### src/rtl/instr_mem_loader.sv
// Streams 32-bit program words into a byte-wide instruction memory, one byte per cycle, little-endian.
// All outputs are registered; a range guard stops any write from reaching past MEM_DEPTH.
module instr_mem_loader #(
  parameter int MEM_DEPTH = 1024
) (
  input  logic        clk,
  input  logic        rst_n,
  input  logic        load_start,
  input  logic [31:0] load_base,
  input  logic        load_abort,
  input  logic        in_valid,
  input  logic [31:0] in_data,
  input  logic        in_last,
  output logic        in_ready,
  output logic        mem_ena,
  output logic        mem_wea,
  output logic [31:0] mem_addra,
  output logic [7:0]  mem_dina,
  output logic        load_busy,
  output logic        load_done,
  output logic        load_err,
  output logic [15:0] word_count
);

  typedef enum logic [2:0] {
    IDLE  = 3'd0,
    ARMED = 3'd1,
    WRITE = 3'd2,
    DONE  = 3'd3,
    ERROR = 3'd4
  } state_t;

  function automatic logic [7:0] byte_sel(input logic [31:0] word, input logic [1:0] idx);
    case (idx)
      2'd0:    byte_sel = word[7:0];
      2'd1:    byte_sel = word[15:8];
      2'd2:    byte_sel = word[23:16];
      default: byte_sel = word[31:24];
    endcase
  endfunction

  state_t      state_r, state_s;
  logic [31:0] base_r, base_s;
  logic [31:0] data_r, data_s;
  logic        last_r, last_s;
  logic [1:0]  idx_r, idx_s;
  logic [15:0] count_r, count_s;
  logic        err_r, err_s;
  logic        in_ready_r, in_ready_s;
  logic        mem_we_r, mem_we_s;
  logic [31:0] mem_addra_r, mem_addra_s;
  logic [7:0]  mem_dina_r, mem_dina_s;
  logic        busy_r, busy_s;
  logic        done_r, done_s;
  logic        range_bad_s;

  // Last byte of the next word would land at or beyond MEM_DEPTH (34-bit sum so it cannot wrap)
  always_comb begin
    range_bad_s = (({2'b00, base_r} + {16'd0, count_r, 2'b00} + 34'd3) >= 34'(MEM_DEPTH));
  end

  // Next-state and next-output decode
  always_comb begin
    state_s = state_r;
    base_s  = base_r;
    data_s  = data_r;
    last_s  = last_r;
    idx_s   = idx_r;
    count_s = count_r;
    err_s   = err_r;
    if (load_abort) begin
      // Abort beats a simultaneous start, even from IDLE
      state_s = IDLE;
    end else begin
      case (state_r)
        IDLE, ERROR: begin
          if (load_start) begin
            state_s = ARMED;
            base_s  = load_base & 32'hFFFF_FFFC;
            count_s = 16'd0;
            err_s   = 1'b0;
          end else begin
            state_s = state_r;
          end
        end
        ARMED: begin
          if (in_valid && range_bad_s) begin
            state_s = ERROR;
            err_s   = 1'b1;
          end else if (in_valid) begin
            state_s = WRITE;
            data_s  = in_data;
            last_s  = in_last;
            idx_s   = 2'd0;
          end else begin
            state_s = ARMED;
          end
        end
        WRITE: begin
          if (idx_r == 2'd3) begin
            idx_s   = 2'd0;
            count_s = (count_r == 16'hFFFF) ? count_r : count_r + 16'd1;
            state_s = last_r ? DONE : ARMED;
          end else begin
            idx_s = idx_r + 2'd1;
          end
        end
        DONE:    state_s = IDLE;
        default: state_s = IDLE;
      endcase
    end

    in_ready_s = (state_s == ARMED);
    mem_we_s   = (state_s == WRITE);
    busy_s     = (state_s == ARMED) || (state_s == WRITE) || (state_s == ERROR);
    done_s     = (state_s == DONE);
    if (mem_we_s) begin
      mem_addra_s = base_s + {14'd0, count_s, 2'b00} + {30'd0, idx_s};
      mem_dina_s  = byte_sel(data_s, idx_s);
    end else begin
      mem_addra_s = 32'd0;
      mem_dina_s  = 8'd0;
    end
  end

  // State, session context and output registers
  always_ff @(posedge clk or negedge rst_n) begin
    if (!rst_n) begin
      state_r     <= IDLE;
      base_r      <= 32'd0;
      data_r      <= 32'd0;
      last_r      <= 1'b0;
      idx_r       <= 2'd0;
      count_r     <= 16'd0;
      err_r       <= 1'b0;
      in_ready_r  <= 1'b0;
      mem_we_r    <= 1'b0;
      mem_addra_r <= 32'd0;
      mem_dina_r  <= 8'd0;
      busy_r      <= 1'b0;
      done_r      <= 1'b0;
    end else begin
      state_r     <= state_s;
      base_r      <= base_s;
      data_r      <= data_s;
      last_r      <= last_s;
      idx_r       <= idx_s;
      count_r     <= count_s;
      err_r       <= err_s;
      in_ready_r  <= in_ready_s;
      mem_we_r    <= mem_we_s;
      mem_addra_r <= mem_addra_s;
      mem_dina_r  <= mem_dina_s;
      busy_r      <= busy_s;
      done_r      <= done_s;
    end
  end

  assign in_ready   = in_ready_r;
  assign mem_ena    = mem_we_r;
  assign mem_wea    = mem_we_r;
  assign mem_addra  = mem_addra_r;
  assign mem_dina   = mem_dina_r;
  assign load_busy  = busy_r;
  assign load_done  = done_r;
  assign load_err   = err_r;
  assign word_count = count_r;

endmodule

### config.mk
export PLATFORM = sky130hd
export DESIGN_NAME = instr_mem_loader
export DESIGN_NICKNAME = d
export VERILOG_FILES = /design/src/rtl/instr_mem_loader.sv
export SDC_FILE = /design/constraint.sdc
export NUM_CORES = 1
export LEC_CHECK = 0
export ABC_AREA = 0
export ABC_CLOCK_PERIOD_IN_PS = 5300
export CORE_MARGIN = 3
export CORE_UTILIZATION = 30
export DETAILED_ROUTE_END_ITERATION = 12
export PLACE_DENSITY_LB_ADDON = 0.3
export RECOVER_POWER = 50
export SLEW_MARGIN = 0
export SYNTH_ARGS = -nofsm -noshare
export SYNTH_HDL_FRONTEND = slang
export SYNTH_SLANG_ARGS = --single-unit
### constraint.sdc
create_clock -name clk -period 5.3 [get_ports clk]
set_input_delay 0.795 -clock clk [delete_from_list [all_inputs] [get_ports clk]]
set_output_delay 0.795 -clock clk [all_outputs]
set_load 0.05 [all_outputs]
==> flow_summary.yaml, run 1 <==
outcome:
  outcome: "complete, but fails checks"
  violations: "capacitance limit, slew limit, setup timing"
die:
  floorplan.die.height_um: 161
  coreArea_mm2: 0.0235
  fp-row-count: 56
  die_footprint_mm2: 0.0260
  initial_utilization_pct: 30.7
  fp.dieW_um: 161
  io_pins: 132
logic_synthesis:
  warning_count_from_the_yosys_run: 0
  netlist_area_mm2: 0.00722
  synth_top_cells_by_count: "sky130_fd_sc_hd__dfrtp_1 (131), sky130_fd_sc_hd__nand2_1 (101), sky130_fd_sc_hd__nor2_1 (74)"
  yosys.cell_count.top_type: "sky130_fd_sc_hd__dfrtp_1"
  seq_area_frac_synth_pct: 45.4
  syn-instance-count: 750
  synthesis.nets: 857
  async_flop_share_pct: 100
  synth-edff-count: 0
  yosysTopAreaCellShare_pct: 45.4
  ys_seq_elements: 131
  ys_dominant_reg_cell: "sky130_fd_sc_hd__dfrtp_1"
  synth_largest_area_cell: "sky130_fd_sc_hd__dfrtp_1"
  syn_area_per_cell_um2: 9.63
  post_synth_main_area_contributors: "sky130_fd_sc_hd__dfrtp_1 (45%), sky130_fd_sc_hd__ha_1 (6.2%), sky130_fd_sc_hd__nand2_1 (5.2%), sky130_fd_sc_hd__mux2_2 (4.8%), sky130_fd_sc_hd__nor2_1 (3.8%)"
  synth_cell_types: 68
clock_tree:
  clk_root_buffer_cell: "sky130_fd_sc_hd__clkbuf_16"
  cts_bufs_inserted: 17
  cts_hold_buffers: 0
  cts_tree: "built"
  htree_levels: 4
  ctsLongestPathBuffers: 2
  clk_pin_slew_worst_paths_ns: 0.07
  clk_latency_ns: 0.44
  cts.sink_count: 131
cells_and_area:
  fillCellCount: 2309
  design.final.nets: 1076
  sequential_cell_area_mm2: 0.00329
  area_growth_syn_to_layout_pct: 46.3
  final_layout_size_suffix_gt1_share_pct: 25.7
  total_area_of_multi_input_combinational_cells_mm2: 0.00409
  antennaDiodeCount: 0
  finish.instance_area_mm2: 0.0106
sta:
  report.final.setup_viol: 11
  worst_slew_margin_rel_pct: -50.9
  timing.clock.skew_ns: 0.0175
  maxClockFrequency_ghz: 0.186
  final_min_period_over_clock_period_pct: 102
  max_slew.worst_pin.slew_ns: 2.26
  period_minus_slack_ns: 5.38
  timing.final.ws_setup_ns: -0.0800
  timing_hold_violations_final: 0
  final_max_tran_viols: 88
  rsz0062_at_grt: "true"
global_route:
  globalRoute.totalOverflow: 0
  grt_pass1_wl_um: 34300
  antenna_found_initial: 0
  grt_start_max_net_pins: 88
  gr-usage-all-layers_pct: 16.7
  vias_in_the_first_global_route: 6563
worst_setup_path:
  worst_path_dominant_cell_family: "compound AO/OA/AOI/OAI gates"
  critical_path_depth: 25
  data_arrival_time_at_the_worst_slack_endpoint_ns: 5.74
  timing.critical_path.fanout_max: 8
  worstPathRequired_ns: 5.66
  startpoint_type_of_the_worst_setup_path: "flop"
  critical_path.endpoint_type: "flop"
  timing.setup.critical_path_class: "flop to flop"
  cp_slowest_stage_delay_ns: 0.42
  r2r.worst_path.cells: 25
  critPathSlowestCell: "sky130_fd_sc_hd__dfrtp_2"
  worstPathBufferInverterCount: 2
power:
  ir_worst_vdd_v: 0.000173
  power.leakage_nw: 4.86
  powerDensity_mw_per_mm2: 257
detailed_routing:
  routed-via-count: 6419
  detailedRoute.firstIterationViolations: 295
  dr.pass1.iters: 4
  drt_wl_total_um: 21600
  number_of_remaining_drc_errors: 0
  wirelength_per_cell_um: 16.6
  ant_nets: 0
  route.detailed.vias_per_inst: 4.93
worst_hold_path:
  holdCritPathClass: "flop to flop"
  worstHoldPathCells: 1
placement:
  dp_hpwl_um: 15600
  placed_area_mm2: 0.00959
  place.gp.congestion: 0.864
  number_of_buffers_added_on_ports: 129
  dp_slack_ns: -0.324
job:
  total_of_max_cap_violations: 1
==> cell families (layout without fill, tap and decap cells) <==
kind of cell    Yosys count  in the layout  synth area share, %
mux                      56             56                 8.31
flops                   131            131                 45.4
fa+ha+maj                37             37                 6.51
simple gates            288            288                 19.2
buf+inv                  56            288                 3.31
xor+xnor                 27             27                 3.27
compound gates          155            155                 14.0
==> final cells by class <==
class	instances	share of cell area (%)
clock inverters	15	1.78
repair buffers	231	19.6
flip-flops and latches	131	31.2
well taps	319	3.78
multi-input cells	563	38.7
inverters	25	0.888
clock buffers	17	4.03
==> registers in the layout, summed over array words and instances (netlist names) <==
name,flops
base_r,32
data_r,32
idx_r,2
in_ready,1
last_r,1
load_busy,1
load_done,1
load_err,1
mem_addra,32
mem_dina,8
mem_ena,1
state_r,3
word_count,16
==> worst paths after layout <==
check / start / endpoint / slack (ns)
worst max-delay path: word_count[3] / mem_addra[23] / -0.08
worst min register to register: data_r[2] / data_r[2] / 0.49
max in group asynchronous: rst_n / data_r[18] / 2.15
worst max register to register: word_count[3] / mem_addra[23] / -0.08
worst min-delay path: data_r[2] / data_r[2] / 0.49
min in group asynchronous: rst_n / mem_addra[16] / 1.03
==> cell usage in the layout (no fill, tap or decap), types with 5 or more instances in the layout <==
| master | synthesis | final |
|---|---|---|
| sky130_fd_sc_hd__a21o_1 | 13 | 13 |
| sky130_fd_sc_hd__a21oi_1 | 43 | 30 |
| sky130_fd_sc_hd__a21oi_2 | 2 | 15 |
| sky130_fd_sc_hd__a31oi_1 | 8 | 5 |
| sky130_fd_sc_hd__and2_1 | 5 | 5 |
| sky130_fd_sc_hd__and3_1 | 12 | 11 |
| sky130_fd_sc_hd__buf_4 | 2 | 88 |
| sky130_fd_sc_hd__buf_6 | 2 | 6 |
| sky130_fd_sc_hd__clkbuf_1 | 20 | 5 |
| sky130_fd_sc_hd__clkbuf_16 | 0 | 17 |
| sky130_fd_sc_hd__clkdlybuf4s50_1 | 0 | 125 |
| sky130_fd_sc_hd__clkinv_8 | 0 | 6 |
| sky130_fd_sc_hd__dfrtp_1 | 131 | 118 |
| sky130_fd_sc_hd__dfrtp_2 | 0 | 13 |
| sky130_fd_sc_hd__ha_1 | 36 | 32 |
| sky130_fd_sc_hd__inv_1 | 25 | 23 |
| sky130_fd_sc_hd__inv_8 | 0 | 5 |
| sky130_fd_sc_hd__mux2_2 | 31 | 31 |
| sky130_fd_sc_hd__mux2i_1 | 24 | 24 |
| sky130_fd_sc_hd__nand2_1 | 101 | 100 |
| sky130_fd_sc_hd__nand2b_1 | 6 | 6 |
| sky130_fd_sc_hd__nand3_1 | 18 | 16 |
| sky130_fd_sc_hd__nand4_1 | 15 | 15 |
| sky130_fd_sc_hd__nor2_1 | 74 | 69 |
| sky130_fd_sc_hd__nor2b_1 | 7 | 5 |
| sky130_fd_sc_hd__nor3_1 | 16 | 14 |
| sky130_fd_sc_hd__o211ai_1 | 5 | 5 |
| sky130_fd_sc_hd__o21ai_0 | 29 | 24 |
| sky130_fd_sc_hd__o21ai_2 | 0 | 6 |
| sky130_fd_sc_hd__o31ai_1 | 7 | 5 |
| sky130_fd_sc_hd__o32ai_1 | 8 | 8 |
| sky130_fd_sc_hd__xnor2_1 | 18 | 14 |
| sky130_fd_sc_hd__xor2_1 | 9 | 8 |
==> where the power goes <==
part	switching [mW]	internal, mW	leakage (nW)	total, mW
logic	0.240	0.192	2.82	0.432
registers	0.0368	1.04	1.74	1.08
clock network	0.564	0.641	0.295	1.21
total	0.841	1.87	4.86	2.72
==> repair_timing <==
action,in CTS,in global routing
pin swaps,41,23
buffers inserted,11,4
endpoints found under the setup margin,18,20
gates resized for setup,39,29
gates cloned,0,0
==> stage by stage <==
stage | instances | hold WS, ns | power [mW] | util [%] | setup TNS [ns]
after global routing | 1301 | 0.510 | 2.84 | 44.9 | -4.54
after CTS | 1298 | 0.474 | 2.74 | 44.3 | -1.06
after global placement | 1257 | 0.468 | 1.50 | 40.7 | -4.32
after floorplan | 750 | 0.454 | 1.32 | - | -0.630
final | 1301 | 0.491 | 2.72 | 44.9 | -0.441
after detailed placement | 1257 | 0.474 | 1.50 | 40.7 | -3.88
==> metal layers <==
layer / vias to the layer above / routed length (um) / global-route usage [%]
li1: 3134 / - / -
met1: 3127 / 9500 / 21.1
met2: 138 / 10500 / 27.7
met3: 20 / 1270 / 5.03
met4: 0 / 259 / 4.58
met5: - / 0 / 0
(Power assumes the default switching activity.)
==> run 2, diff against run 1 <==
Settings changed: ABC_CLOCK_PERIOD_IN_PS 5300 to 5500, CORE_MARGIN 3 to 2.
Clock period 5.3 ns to 5.5 ns, I/O delays scaled along.
==> flow_summary.yaml, run 2 (synthesized netlist as in run 1, its figures left out) <==
outcome:
  outcome: "complete, but fails checks"
  violations: "capacitance limit, slew limit"
die:
  floorplan.die.height_um: 159
  fp.dieW_um: 159
  die_footprint_mm2: 0.0253
  fp-row-count: 56
  initial_utilization_pct: 30.7
  io_pins: 132
  coreArea_mm2: 0.0235
clock_tree:
  htree_levels: 4
  clk_pin_slew_worst_paths_ns: 0.07
  cts.sink_count: 131
  ctsLongestPathBuffers: 2
  clk_latency_ns: 0.44
  cts_bufs_inserted: 17
  cts_hold_buffers: 0
  cts_tree: "built"
  clk_root_buffer_cell: "sky130_fd_sc_hd__clkbuf_16"
worst_hold_path:
  holdCritPathClass: "flop to flop"
sta:
  timing.hold.ws_ns: 0.486
  worst_slew_margin_rel_pct: -157
  timing_hold_violations_final: 0
  report.final.setup_viol: 0
  timing.setup.tns_ns: 0
  max_slew.worst_pin.slew_ns: 3.86
  maxClockFrequency_ghz: 0.183
  period_minus_slack_ns: 5.48
  rsz0062_at_grt: "true"
  final_max_tran_viols: 85
  timing.clock.skew_ns: 0.0140
  final_min_period_over_clock_period_pct: 99.6
detailed_routing:
  drt_wl_total_um: 21600
  ant_nets: 0
  wirelength_per_cell_um: 16.6
  routed-via-count: 6466
  number_of_remaining_drc_errors: 0
  detailedRoute.firstIterationViolations: 323
  dr.pass1.iters: 6
  route.detailed.vias_per_inst: 4.97
worst_setup_path:
  critPathSlowestCell: "sky130_fd_sc_hd__or4_4"
  startpoint_type_of_the_worst_setup_path: "flop"
  critical_path.endpoint_type: "flop"
  path_common_cell: "sky130_fd_sc_hd__a21o_1"
  data_arrival_time_at_the_worst_slack_endpoint_ns: 5.84
  worstPathRequired_ns: 5.86
  regToRegSetupSlack_ns: 0.02
  timing.critical_path.fanout_max: 8
  timing.setup.critical_path_class: "flop to flop"
  cp_slowest_stage_delay_ns: 0.44
global_route:
  gr-usage-all-layers_pct: 17.3
  globalRoute.totalOverflow: 0
  antenna_found_initial: 0
  grt_pass1_wl_um: 34800
  vias_in_the_first_global_route: 6470
  grt_start_max_net_pins: 85
cells_and_area:
  design.final.nets: 1077
  antennaDiodeCount: 0
  finish.utilization_pct: 44.9
  finish.instance_area_mm2: 0.0106
  layout_commonest_cell: "sky130_fd_sc_hd__clkdlybuf4s50_1"
  final_layout_size_suffix_gt1_share_pct: 24.7
  area_growth_syn_to_layout_pct: 46.2
  mostFrequentLayoutCells: "sky130_fd_sc_hd__clkdlybuf4s50_1 (126), sky130_fd_sc_hd__dfrtp_1 (119), sky130_fd_sc_hd__nand2_1 (101), sky130_fd_sc_hd__buf_4 (96), sky130_fd_sc_hd__nor2_1 (72)"
  fillCellCount: 2303
power:
  powerDensity_mw_per_mm2: 249
  power.leakage_nw: 4.85
  report.power.total_mw: 2.63
  ir_worst_vdd_v: 0.000206
placement:
  place.gp.congestion: 0.862
  number_of_buffers_added_on_ports: 129
  dp_hpwl_um: 15400
  placed_area_mm2: 0.00959
job:
  total_of_max_cap_violations: 1
-- run 2: cell count changes in the layout (fill, tap and decap cells not counted), sizes merged --
cell           before  now
dlygate4sd2         0    1
inv                33   35
clkinv              6    4
o21ai              32   33
dlygate4sd3         3    2
clkdlybuf4s50     125  126
buf                96   99
clkbuf             24   20
-- run 2: per-stage QoR --
step | cells | worst slack (ns)
floorplan | 750 | 0.00497
global placement | 1262 | -0.296
detailed placement | 1262 | -0.343
CTS | 1296 | -0.0164
global route | 1302 | -0.204
finish | 1302 | 0.0226
-- run 2: final timing paths --
check                               from            end  cells after the start
max                        word_count[3]  mem_addra[23]                     25
min                            data_r[2]      data_r[2]                      1
max reg2reg                word_count[3]  mem_addra[23]                     25
min reg2reg                    data_r[2]      data_r[2]                      1
max in group asynchronous          rst_n     data_r[18]                      2
min in group asynchronous          rst_n  mem_addra[15]                      1
-- run 2: timing repair --
action	in CTS	in global routing
gates resized for setup	21	40
setup buffers	1	7
cloned	1	0
hold endpoints to repair	0	0
pin swaps	5	23
setup endpoints to repair	18	18
-- run 2: final cells by class --
| type | instances | area (um^2) | share of cell area (%) |
|---|---|---|---|
| Timing Repair Buffer | 231 | 2050 | 19.4 |
| Inverter | 25 | 93.8 | 0.889 |
| Sequential cell | 131 | 3290 | 31.2 |
| Clock buffer | 17 | 425 | 4.03 |
| Clock inverter | 15 | 178 | 1.68 |
| Multi-Input combinational cell | 564 | 4120 | 39.0 |
| Tap cell | 319 | 399 | 3.78 |
-- run 2: worst max-delay path, delay by kind of cell (launching register included) --
family                   cells  cell delay [ns]
AO/OA/AOI/OAI               14             2.47
AND/OR/NAND/NOR              7             1.68
adder cells (fa/ha/maj)      2             0.51
flip-flops                   1             0.43
buffers and inverters        2             0.29
-- run 2: per-layer routing --
metal / up-vias / global-route usage, % / routed length [um]
li1: 3135 / - / -
met1: 3153 / 22.2 / 9720
met2: 155 / 28.7 / 10300
met3: 23 / 5.08 / 1300
met4: 0 / 4.34 / 262
met5: - / 0 / 0
-- run 2: power breakdown --
group          total [mW]  internal (mW)  leakage, nW  switching, mW
sequential           1.04           1.00         1.74         0.0370
combinational       0.427          0.192         2.81          0.234
clock                1.16          0.617        0.293          0.544
total                2.63           1.81         4.85          0.816
==> run 3, diff against run 2 <==
Settings changed: CAP_MARGIN from default to 20, CORE_UTILIZATION 30 to 53.
==> flow_summary.yaml, run 3 (synthesized netlist as in run 1, its figures left out) <==
outcome:
  outcome: "complete, but fails checks"
  violations: "capacitance limit, slew limit, setup timing"
global_route:
  vias_in_the_first_global_route: 7286
  grt_start_max_net_pins: 58
  antenna_found_initial: 0
  globalRoute.totalOverflow: 0
  grt_pass1_wl_um: 36200
  gr-usage-all-layers_pct: 31.9
worst_hold_path:
  holdCritPathClass: "flop to flop"
worst_setup_path:
  cp_slowest_stage_delay_ns: 0.42
  timing.critical_path.fanout_max: 5
  timing.setup.critical_path_class: "flop to flop"
  startpoint_type_of_the_worst_setup_path: "flop"
  worst_path_dominant_cell_family: "compound AO/OA/AOI/OAI gates"
  worstPathBufferInverterCount: 5
  worstPathRequired_ns: 5.79
  critPathSlowestCell: "sky130_fd_sc_hd__dfrtp_1"
  data_arrival_time_at_the_worst_slack_endpoint_ns: 5.94
  critical_path.endpoint_type: "flop"
placement:
  place.gp.congestion: 0.894
  placed_area_mm2: 0.00938
  dp_slack_ns: -0.362
  number_of_buffers_added_on_ports: 129
  dp_cells: 1115
  dp_hpwl_um: 14900
power:
  power.leakage_nw: 4.97
  power_frac_clock_pct: 44.3
  p_sw_mw: 0.749
  pwr-share-seq_pct: 39.1
  intPower_mw: 1.91
  power.switching_fraction_pct: 28.1
  powerDensity_mw_per_mm2: 252
  power_frac_comb_pct: 16.5
  ir_worst_vdd_v: 0.000212
sta:
  rsz0062_at_grt: "true"
  report.final.setup_viol: 14
  timing.clock.skew_ns: 0.00600
  timing.final.ws_setup_ns: -0.141
  max_slew.worst_pin.slew_ns: 3.23
  worst_slew_margin_rel_pct: -115
  timing_hold_violations_final: 0
  timing.setup.tns_ns: -1.10
  final_max_tran_viols: 58
  period_minus_slack_ns: 5.64
  final_min_period_over_clock_period_pct: 103
  maxClockFrequency_ghz: 0.177
die:
  fp-row-count: 42
  fp.dieW_um: 121
  io_pins: 132
  initial_utilization_pct: 54.3
  coreArea_mm2: 0.0133
  die_footprint_mm2: 0.0146
  floorplan.die.height_um: 121
clock_tree:
  cts_hold_buffers: 0
  cts_bufs_inserted: 17
  cts_tree: "built"
  clk_root_buffer_cell: "sky130_fd_sc_hd__clkbuf_16"
  htree_levels: 4
  clk_latency_ns: 0.43
  clk_pin_slew_worst_paths_ns: 0.06
  cts.sink_count: 131
  ctsLongestPathBuffers: 2
cells_and_area:
  final_layout_size_suffix_gt1_share_pct: 26.6
  finish.utilization_pct: 79.3
  design.final.nets: 1092
  mostFrequentLayoutCells: "sky130_fd_sc_hd__dfrtp_1 (119), sky130_fd_sc_hd__clkdlybuf4s50_1 (116), sky130_fd_sc_hd__buf_4 (105), sky130_fd_sc_hd__nand2_1 (99), sky130_fd_sc_hd__nor2_1 (69)"
  antennaDiodeCount: 0
  final_cells: 1173
  finish.instance_area_mm2: 0.0105
  layout_commonest_cell: "sky130_fd_sc_hd__dfrtp_1"
  area_growth_syn_to_layout_pct: 46.0
  fillCellCount: 809
job:
  total_of_max_cap_violations: 1
detailed_routing:
  number_of_remaining_drc_errors: 0
  ant_nets: 0
  drt_wl_total_um: 22600
  dr.pass1.iters: 5
  route.detailed.vias_per_inst: 5.88
  wirelength_per_cell_um: 19.2
  detailedRoute.firstIterationViolations: 407
  routed-via-count: 6892
run 3: path summary, 6_finish.rpt:
path / from / endpoint / slack (ns) / cells after the start
max: base_r[5] / mem_addra[20] / -0.14 / 30
min: data_r[25] / data_r[25] / 0.50 / 1
max reg2reg: base_r[5] / mem_addra[20] / -0.14 / 30
min reg2reg: data_r[25] / data_r[25] / 0.50 / 1
max in group asynchronous: rst_n / word_count[1] / 1.69 / 2
min in group asynchronous: rst_n / mem_addra[15] / 1.46 / 1
run 3: layer usage:
| metal | GRT usage [%] | wire length (um) |
|---|---|---|
| met1 | 38.1 | 9080 |
| met2 | 55.9 | 11400 |
| met3 | 6.65 | 1340 |
| met4 | 12.8 | 775 |
| met5 | 0 | 0 |
run 3: worst register-to-register path: cells and delay by family (launching register included):
kind	cells	cell delay [ns]
AND/OR/NAND/NOR	6	0.66
AO/OA/AOI/OAI	15	2.77
XOR/XNOR	1	0.16
flip-flops	1	0.42
adder cells (fa/ha/maj)	3	0.89
buffers and inverters	5	0.61
run 3: cell type report:
class / count / area [um^2] / share of cell area (%)
Inverter: 25 / 93.8 / 0.890
Tap cell: 176 / 220 / 2.09
Clock buffer: 18 / 429 / 4.07
Sequential cell: 131 / 3290 / 31.2
Multi-Input combinational cell: 564 / 4170 / 39.5
Clock inverter: 13 / 173 / 1.64
Timing Repair Buffer: 246 / 2170 / 20.6
run 3: power by group through the flow:
stage	sequential, mW	clock [mW]	combinational, mW
finish	1.04	1.18	0.440
detailed placement	1.06	0	0.390
global route	1.05	1.22	0.481
global placement	1.06	0	0.377
CTS	1.04	1.19	0.412
floorplan	1.06	0	0.217
run 3: metrics by stage:
step	hold WS (ns)	power (mW)
floorplan	0.454	1.27
global placement	0.470	1.43
detailed placement	0.486	1.45
CTS	0.499	2.64
global route	0.511	2.75
finish	0.497	2.66
run 3: what timing repair did:
action	in CTS	in global routing
pin swaps	46	48
resized for setup	45	36
hold endpoints to repair	0	0
gates cloned	1	0
setup endpoints to repair	18	22
setup buffers	15	16
